File: src/rtl/bf_program_loader_if.sv
// Byte-stream and instruction-memory write bus of the brainfuck program loader.
// The master side feeds ASCII text and observes the writes; the loader is the slave.
interface bf_program_loader_if #(
  parameter int ADDR_W = 16
);
  logic              char_valid_in;
  logic [7:0]        char_data_in;
  logic              char_ready_out;
  logic              instr_we_out;
  logic [ADDR_W-1:0] instr_addr_out;
  logic [2:0]        instr_data_out;

  modport master (
    output char_valid_in, char_data_in,
    input  char_ready_out, instr_we_out, instr_addr_out, instr_data_out
  );

  modport slave (
    input  char_valid_in, char_data_in,
    output char_ready_out, instr_we_out, instr_addr_out, instr_data_out
  );
endinterface

File: src/rtl/bf_program_loader.sv
// Filters brainfuck source text into 3-bit opcodes, writes them to instruction memory
// from address 0, and checks bracket balance, nesting depth and program length.
module bf_program_loader #(
  parameter int ADDR_W  = 16,
  parameter int DEPTH_W = 8
) (
  input  logic                clk_in,
  input  logic                reset_in,
  input  logic                start_in,
  bf_program_loader_if.slave  bus,
  output logic                busy_out,
  output logic                done_out,
  output logic                error_out,
  output logic [2:0]          error_code_out,
  output logic [ADDR_W:0]     prog_len_out
);

  typedef enum logic [1:0] {IDLE, LOAD, DONE, ERROR} state_t;

  typedef enum logic [2:0] {
    ERR_NONE      = 3'd0,
    ERR_UNMATCHED = 3'd1,
    ERR_UNCLOSED  = 3'd2,
    ERR_DEPTH     = 3'd3,
    ERR_LENGTH    = 3'd4
  } err_t;

  localparam logic [7:0]         CHAR_OPEN  = 8'h5B;
  localparam logic [7:0]         CHAR_CLOSE = 8'h5D;
  localparam logic [ADDR_W:0]    LEN_ONE    = 1;
  localparam logic [DEPTH_W-1:0] DEPTH_ONE  = 1;

  state_t             state, state_next;
  err_t               err_next;
  logic               write_en;
  logic               is_cmd;
  logic [2:0]         opcode;
  logic [DEPTH_W-1:0] depth;
  logic               accept;

  assign accept = bus.char_ready_out && bus.char_valid_in;

  always_comb begin
    // NOTE: every signal assigned here gets a default first, otherwise the
    // unlisted case arms would infer latches.
    is_cmd = 1'b1;
    opcode = 3'd0;
    case (bus.char_data_in)
      8'h2B:      opcode = 3'd0;
      8'h2D:      opcode = 3'd1;
      8'h3E:      opcode = 3'd2;
      8'h3C:      opcode = 3'd3;
      CHAR_OPEN:  opcode = 3'd4;
      CHAR_CLOSE: opcode = 3'd5;
      8'h2E:      opcode = 3'd6;
      8'h2C:      opcode = 3'd7;
      default:    is_cmd = 1'b0;
    endcase
  end

  always_ff @(posedge clk_in) begin
    // NOTE: sequential state uses non-blocking assignments so every register
    // samples pre-edge values regardless of process ordering.
    if (reset_in) state <= IDLE;
    else          state <= state_next;
  end

  // A full count (top bit of prog_len set) means capacity is exhausted.
  always_comb begin
    state_next = state;
    err_next   = ERR_NONE;
    write_en   = 1'b0;
    case (state)
      LOAD: begin
        if (accept) begin
          if (bus.char_data_in == 8'h00) begin
            if (depth != '0) begin
              state_next = ERROR;
              err_next   = ERR_UNCLOSED;
            end else begin
              state_next = DONE;
            end
          end else if (is_cmd) begin
            if (prog_len_out[ADDR_W]) begin
              state_next = ERROR;
              err_next   = ERR_LENGTH;
            end else if (bus.char_data_in == CHAR_CLOSE && depth == '0) begin
              state_next = ERROR;
              err_next   = ERR_UNMATCHED;
            end else if (bus.char_data_in == CHAR_OPEN && depth == '1) begin
              state_next = ERROR;
              err_next   = ERR_DEPTH;
            end else begin
              write_en = 1'b1;
            end
          end
        end
      end
      default: begin
        if (start_in) state_next = LOAD;
      end
    endcase
  end

  always_ff @(posedge clk_in) begin
    if (reset_in) begin
      bus.char_ready_out  <= 1'b0;
      bus.instr_we_out    <= 1'b0;
      bus.instr_addr_out  <= '0;
      bus.instr_data_out  <= 3'd0;
      busy_out            <= 1'b0;
      done_out            <= 1'b0;
      error_out           <= 1'b0;
      error_code_out      <= ERR_NONE;
      prog_len_out        <= '0;
      depth               <= '0;
    end else begin
      bus.char_ready_out <= (state_next == LOAD);
      busy_out           <= (state_next == LOAD);
      done_out           <= (state_next == DONE);
      error_out          <= (state_next == ERROR);
      bus.instr_we_out   <= write_en;

      if (state != LOAD && start_in) begin
        prog_len_out   <= '0;
        depth          <= '0;
        error_code_out <= ERR_NONE;
      end

      if (write_en) begin
        bus.instr_addr_out <= prog_len_out[ADDR_W-1:0];
        bus.instr_data_out <= opcode;
        prog_len_out       <= prog_len_out + LEN_ONE;
        if (bus.char_data_in == CHAR_OPEN)       depth <= depth + DEPTH_ONE;
        else if (bus.char_data_in == CHAR_CLOSE) depth <= depth - DEPTH_ONE;
      end

      if (state == LOAD && state_next == ERROR) error_code_out <= err_next;
    end
  end

endmodule

File: src/flat_wrapper.sv
// flat-port wrapper written by rule: the top's interface ports become plain ports
module bf_program_loader_flat 
#(
  parameter int ADDR_W  = 16,
  parameter int DEPTH_W = 8
)
  (clk_in, reset_in, start_in, busy_out, done_out, error_out, error_code_out, prog_len_out, bus_char_valid_in, bus_char_data_in, bus_char_ready_out, bus_instr_we_out, bus_instr_addr_out, bus_instr_data_out);
  bf_program_loader_if #(.ADDR_W(ADDR_W)) bus_i ();
  input  logic clk_in;
  input  logic reset_in;
  input  logic start_in;
  output logic busy_out;
  output logic done_out;
  output logic error_out;
  output logic [2:0] error_code_out;
  output logic [ADDR_W:0] prog_len_out;
  input wire logic [$bits(bus_i.char_valid_in)-1:0] bus_char_valid_in;
  input wire logic [$bits(bus_i.char_data_in)-1:0] bus_char_data_in;
  output wire logic [$bits(bus_i.char_ready_out)-1:0] bus_char_ready_out;
  output wire logic [$bits(bus_i.instr_we_out)-1:0] bus_instr_we_out;
  output wire logic [$bits(bus_i.instr_addr_out)-1:0] bus_instr_addr_out;
  output wire logic [$bits(bus_i.instr_data_out)-1:0] bus_instr_data_out;
  assign bus_i.char_valid_in = bus_char_valid_in;
  assign bus_i.char_data_in = bus_char_data_in;
  assign bus_char_ready_out = bus_i.char_ready_out;
  assign bus_instr_we_out = bus_i.instr_we_out;
  assign bus_instr_addr_out = bus_i.instr_addr_out;
  assign bus_instr_data_out = bus_i.instr_data_out;
  bf_program_loader #(.ADDR_W(ADDR_W), .DEPTH_W(DEPTH_W)) u_core (.clk_in(clk_in), .reset_in(reset_in), .start_in(start_in), .bus(bus_i), .busy_out(busy_out), .done_out(done_out), .error_out(error_out), .error_code_out(error_code_out), .prog_len_out(prog_len_out));
endmodule
File: config.mk
export PLATFORM = sky130hd
export DESIGN_NAME = bf_program_loader_flat
export DESIGN_NICKNAME = d
export VERILOG_FILES = /design/src/rtl/bf_program_loader_if.sv /design/src/rtl/bf_program_loader.sv /design/src/flat_wrapper.sv
export SDC_FILE = /design/constraint.sdc
export NUM_CORES = 1
export LEC_CHECK = 0
export ABC_AREA = 1
export CAP_MARGIN = 5
export CELL_PAD_IN_SITES_DETAIL_PLACEMENT = 1
export CELL_PAD_IN_SITES_GLOBAL_PLACEMENT = 1
export CORE_MARGIN = 2
export CORE_UTILIZATION = 40
export DETAILED_ROUTE_END_ITERATION = 6
export PLACE_DENSITY = 0.81
export SLEW_MARGIN = 40
export SYNTH_ARGS = -nofsm -noshare
export SYNTH_HDL_FRONTEND = slang
export SYNTH_SLANG_ARGS = --single-unit
File: constraint.sdc
create_clock -name clk_in -period 5.1 [get_ports clk_in]
set_input_delay 1.02 -clock clk_in [delete_from_list [all_inputs] [get_ports clk_in]]
set_output_delay 1.02 -clock clk_in [all_outputs]
set_load 0.05 [all_outputs]
Word level (Yosys, flattened, before mapping)
Cells that the tools add are included.

Logic and storage cells: 72. Flip-flop bits (word level): 53. Input bits: 12. Output and inout port bits: 44.

Reductions and logical operators: 11. Multiplexer cells: 34. Add/sub/neg operators: 3. Eq/ne operators: 14.

Operators with widths (number): 8-bit by 6-bit equality test with 1-bit output (second input constant) (6); 17-bit 2-to-1 mux (2); 8-bit 2-to-1 mux (4); 3-bit 2-to-1 mux (8); 3-bit case mux with 7 select lines (1); 2-bit 2-to-1 mux (10); 17-bit by 1-bit adder with 17-bit output (second input constant) (1); 8-bit by 7-bit equality test with 1-bit output (second input constant) (2); 8-bit zero test (2); 1-bit 2-to-1 mux (9); 8-bit by 1-bit adder with 8-bit output (second input constant) (1); 8-bit equality test (second input constant) (1); 8-bit nonzero test (1); 8-bit OR reduction (1); 8-bit by 1-bit subtractor with 8-bit output (second input constant) (1); 1-bit logical AND (5); 2-bit by 1-bit equality test with 1-bit output (second input constant) (2); 2-bit equality test (second input constant) (2); 2-bit nonzero test (2); 2-bit by 1-bit inequality test with 1-bit output (second input constant) (1).

Longest topological paths before layout
Depth in word-level cells: 12. Mapped depth: 13. Depth with buffers taken out: 13.

Worst setup path before layout
No wires, ideal clock.

Path type: input-to-reg. From: in bus_char_data_in[7]. To: reg u_core.prog_len_out[7]. Setup time: 0.139 ns. Buffers on the path: 2. Slack: 2.744 ns. Arrival: 2.217 ns. Data required time: 4.961 ns. Stages: 12. Path through: nor2_2 nand2_1 nor2_1 nand2_1 nand3_2 nand3_2 nor3_2 buf_6 nor2_8 buf_6 nand2_1 a21oi_2.

Longest elaborated chain between the ends: 10. Elaborated cells between the ends (all ways): 22. Classes of those cells: eq/ne (8); mux (9); reduce/logical (5).

Ends and longest elaborated chain: from (decl) (line flat_wrapper.sv:18) `input wire logic [$bits(bus_i.char_data_in)-1:0] bus_char_data_in;`; 8-bit by 7-bit equality test with 1-bit output (line bf_program_loader.sv:48, bf_program_loader.sv:90); 1-bit logical AND (line bf_program_loader.sv:90) `end else if (bus.char_data_in == CHAR_OPEN && depth == '1) begin`; 1-bit 2-to-1 mux (line bf_program_loader.sv:90); 1-bit 2-to-1 mux (line bf_program_loader.sv:87) `end else if (bus.char_data_in == CHAR_CLOSE && depth == '0) begin`; 1-bit 2-to-1 mux (line bf_program_loader.sv:84) `if (prog_len_out[ADDR_W]) begin`; 1-bit 2-to-1 mux (line bf_program_loader.sv:83) `end else if (is_cmd) begin`; 1-bit 2-to-1 mux * (line bf_program_loader.sv:76) `if (bus.char_data_in == 8'h00) begin`; 1-bit 2-to-1 mux * (line bf_program_loader.sv:75) `if (accept) begin`; 1-bit 2-to-1 mux * (line bf_program_loader.sv:73) `case (state)`; 17-bit 2-to-1 mux or 2-bit nonzero test (tied branches); to (signal assigned) (line bf_program_loader.sv:133) `prog_len_out <= prog_len_out + LEN_ONE;`; to (decl) (line bf_program_loader.sv:15) `output logic [ADDR_W:0] prog_len_out`.

Every way passes the cells marked *; elsewhere a longest branch is shown, timed or not. A chain may end at the register's enable or synchronous reset.

Final worst setup path
From: in bus_char_data_in[7]. To: reg u_core.prog_len_out[14].

Same word-level chain as after synthesis.

==> summary.md <==
| Metric | Value |
|---|---|
| Sequential cell area | 1061 um2 |
| Largest area contributor in the netlist | dfxtp_1 |
| # Post-CTS Setup Buffers | 0 |
| Clock Path Buffers | 2 |
| Pre-CTS setup slack | 1.701 ns |
| Hpwl dp | ~6000 um |
| Synth Warn # | 0 |
| Most numerous cell in the Yosys netlist | nand2_1 |
| EDFF count, synth | 0 |
| Pwr Density | 202.2 nW/um2 |
| Hold path startpoint | u_core.bus.instr_data_out[2] |
| Initial antenna violation count | 0 |
| CTS Sinks | 53 |
| Unrepaired setup endpoints after global routing | false |
| First-pass GRT wire length | about 13000 um |
| Post-synth top flop | dfxtp_1 |
| Final worst slack | 2.013 ns |
| Largest net degree at the start of global routing | 57 |
| Clk pin slew, worst setup/hold paths | between 0.1 and 0.15 ns |
| CTS Buf Count | 5 |
| Critical Path RT | between 5 and 6 ns |
| Synthesized area per cell | about 7.1 um2 |
| Period utilization | between 60% and 70% |
| Root buffer cell | clkbuf_8 |
| Nets | ~480 |
| WL met3 | 243 um |
| Fill cells | 959 |
| CTS tree | done |
| Antenna Nets Post-Route | 0 |
| WL/cell | 14.53 um |
| Die ar. | about 8000 um2 |
| GR Overflow Total | 0 |
| Drt initial violations | between 100 and 150 |
| Post-Syn Area | 2909 um2 |
| DRT Wirelength | 8137 um |
| Smallest hold slack | about 0.47 ns |
| Drt first pass iters | 4 |
| Chip height | roughly 89 um |
| Synth-to-layout area growth | 23.27% |
| Port Buffers | 55 |
| Startpoint types | input pin |
| Yosys top cell area share | 36.47% |
| Worst r2r dst | u_core.prog_len_out[14] |
| Crit-path max FO | 56 |
| Uppermost routed layer | met4 |
| Met2 wire length | 3929 um |
| R2r setup slk | 2.80 ns |
| Syn_nets | 425 |
| Ys async rst share | 0% |
| Antenna Diode Count | 0 |
| Final min period | 3.087 ns |
| Via Count | 2824 |
| Slew @ Worst Pin | 0.8076 ns |
| Reg2reg start | u_core.depth[1] |
| Endpoints failing hold | 0 |
| Synth cell count leaders | 78 x nand2_1, 55 x inv_1, 53 x dfxtp_1 |
| Vias per inst | roughly 5.0 |
| Layout cell share with drive strength beyond 1 | 11.06% |
| WHS Path Cells | 2 |
| Vias in the first global route | 2885 |
| Post-synthesis sequential area ratio | 36.47% |
| Total negative setup slack | 0 ns |
| CP Capture Type | register |
| Num rows | 31 |
| Lkg Pwr | 1.307 nW |
| RD Place Congestion | ~0.93 |
| CTS H-Tree Depth | 2 |
| Post-layout util | around half |
| Crit Path Category | input pin to register |
| Area contributors post-synth | dfxtp_1 36%, nand2_1 10%, inv_1 7.1%, nor2_1 5.8%, o21ai_0 5.5% |
| Initial Utilization | 40.76% |
| Core footprint | 7137 um2 |
| Die X | 89.28 um |
| Worst min-delay path class | register to register |
| DRC violations left | 0 |
| Max Slew Vio Count | 0 |
| # Max-Cap Violations | 0 |
| Worst rel slew slack | a little under half |
| Fmax | between 300 and 400 MHz |
| Reg2reg path depth | 10 |
| Met1 WL | ~3900 um |
| Setup violators final | 0 |
| # IOs | 56 |
| Post-CTS sizing | 0 |
| Worst-Skew Late Latency | 0.32 ns |
| Post-CTS Hold Buffers | 0 |
| Status | completed |
| Yosys reg bits | 53 |
| Area of the multi-input gates | 1530 um2 |
| WP data arrival | 3.30 ns |
| Fin Clk Skew | 0.01039 ns |
| Post-Synthesis Cells | 409 |
| Total track usage | 21.30% |
| VDD IR-drop max | ~0.15 mV |
| Worst Hold Endpoint | u_core.bus.instr_data_out[2] |
| Synth cell types | 38 |
## cell type report
| class | instances | area share, % |
|---|---|---|
| Clock inverter | 3 | 0.7327 |
| Multi-Input combinational cell | 287 | 42.67 |
| Inverter | 56 | 5.862 |
| Timing Repair Buffer | 57 | 15.77 |
| Sequential cell | 53 | 29.59 |
| Tap cell | 99 | 3.454 |
| Clock buffer | 5 | 1.919 |
## logic make-up (layout without fill, tap and decap cells)
family                   after synthesis  count (layout)  synth area share (%)
adder cells (fa/ha/maj)                4               4                 1.720
AO/OA/AOI/OAI                         89              89                 18.54
AND/OR/NAND/NOR                      191             191                 31.23
buffers and inverters                 69             121                 11.14
flip-flops                            53              53                 36.47
XOR/XNOR                               3               3                0.9034
## metrics by stage
stage | total power [mW] | area [um2] | std cells
floorplan | 0.4559 | 2909 | 409
global placement | 0.4740 | 3491 | 552
detailed placement | 0.4756 | 3491 | 552
CTS | 0.7344 | 3586 | 560
global route | 0.7512 | 3586 | 560
finish | 0.7252 | 3586 | 560
## flip-flops by register name (all words and copies together) (netlist names)
| name | cells |
|---|---|
| u_core.error_out | 1 |
| u_core.bus.char_ready_out | 1 |
| u_core.depth | 8 |
| u_core.bus.instr_addr_out | 16 |
| u_core.prog_len_out | 17 |
| u_core.state | 2 |
| u_core.done_out | 1 |
| u_core.bus.instr_we_out | 1 |
| u_core.error_code_out | 3 |
| u_core.bus.instr_data_out | 3 |
## cells in the final DEF, fill, tap and decap left out, types with 8 or more instances in the layout
master,Yosys,final
nand3_2,8,8
nand2_1,78,78
nand3_1,23,23
nor3_1,8,8
clkdlybuf4s50_1,0,55
dfxtp_1,53,53
nand4_1,8,8
o21ai_0,32,32
a21oi_2,12,12
a21oi_1,29,29
nor2_1,45,45
inv_1,55,55
## critical path: stages
cell	delay, ns
clkdlybuf4s50_1	0.45
nor2_2	0.17
nand2_1	0.07
nor2_1	0.20
nand2_1	0.10
nand3_2	0.12
nand3_2	0.11
nor3_4	0.12
buf_4	0.54
nand3b_1	0.16
and3_1	0.21
## report_power, final
part           switching (mW)  internal [mW]  total, mW
sequential           0.000841          0.415      0.416
combinational          0.0326         0.0172     0.0498
clock                   0.159          0.100      0.260
## metal layers
layer	track usage, %	vias up
met5	0	-
met4	4.749	0
met3	3.232	6
met2	36.97	45
met1	27.96	1340
li1	-	1433
## worst max path at each step
stage	from	to
6_report	bus_char_data_in[7]	u_core.prog_len_out[14]
5_1_grt	bus_char_data_in[3]	u_core.prog_len_out[6]
4_1_cts	bus_char_data_in[7]	u_core.prog_len_out[14]
3_5_place_dp	bus_char_data_in[7]	u_core.prog_len_out[14]
3_3_place_gp	bus_char_data_in[2]	u_core.depth[7]
2_1_floorplan	bus_char_data_in[7]	u_core.prog_len_out[7]
Power figures use the tool's default switching activity.
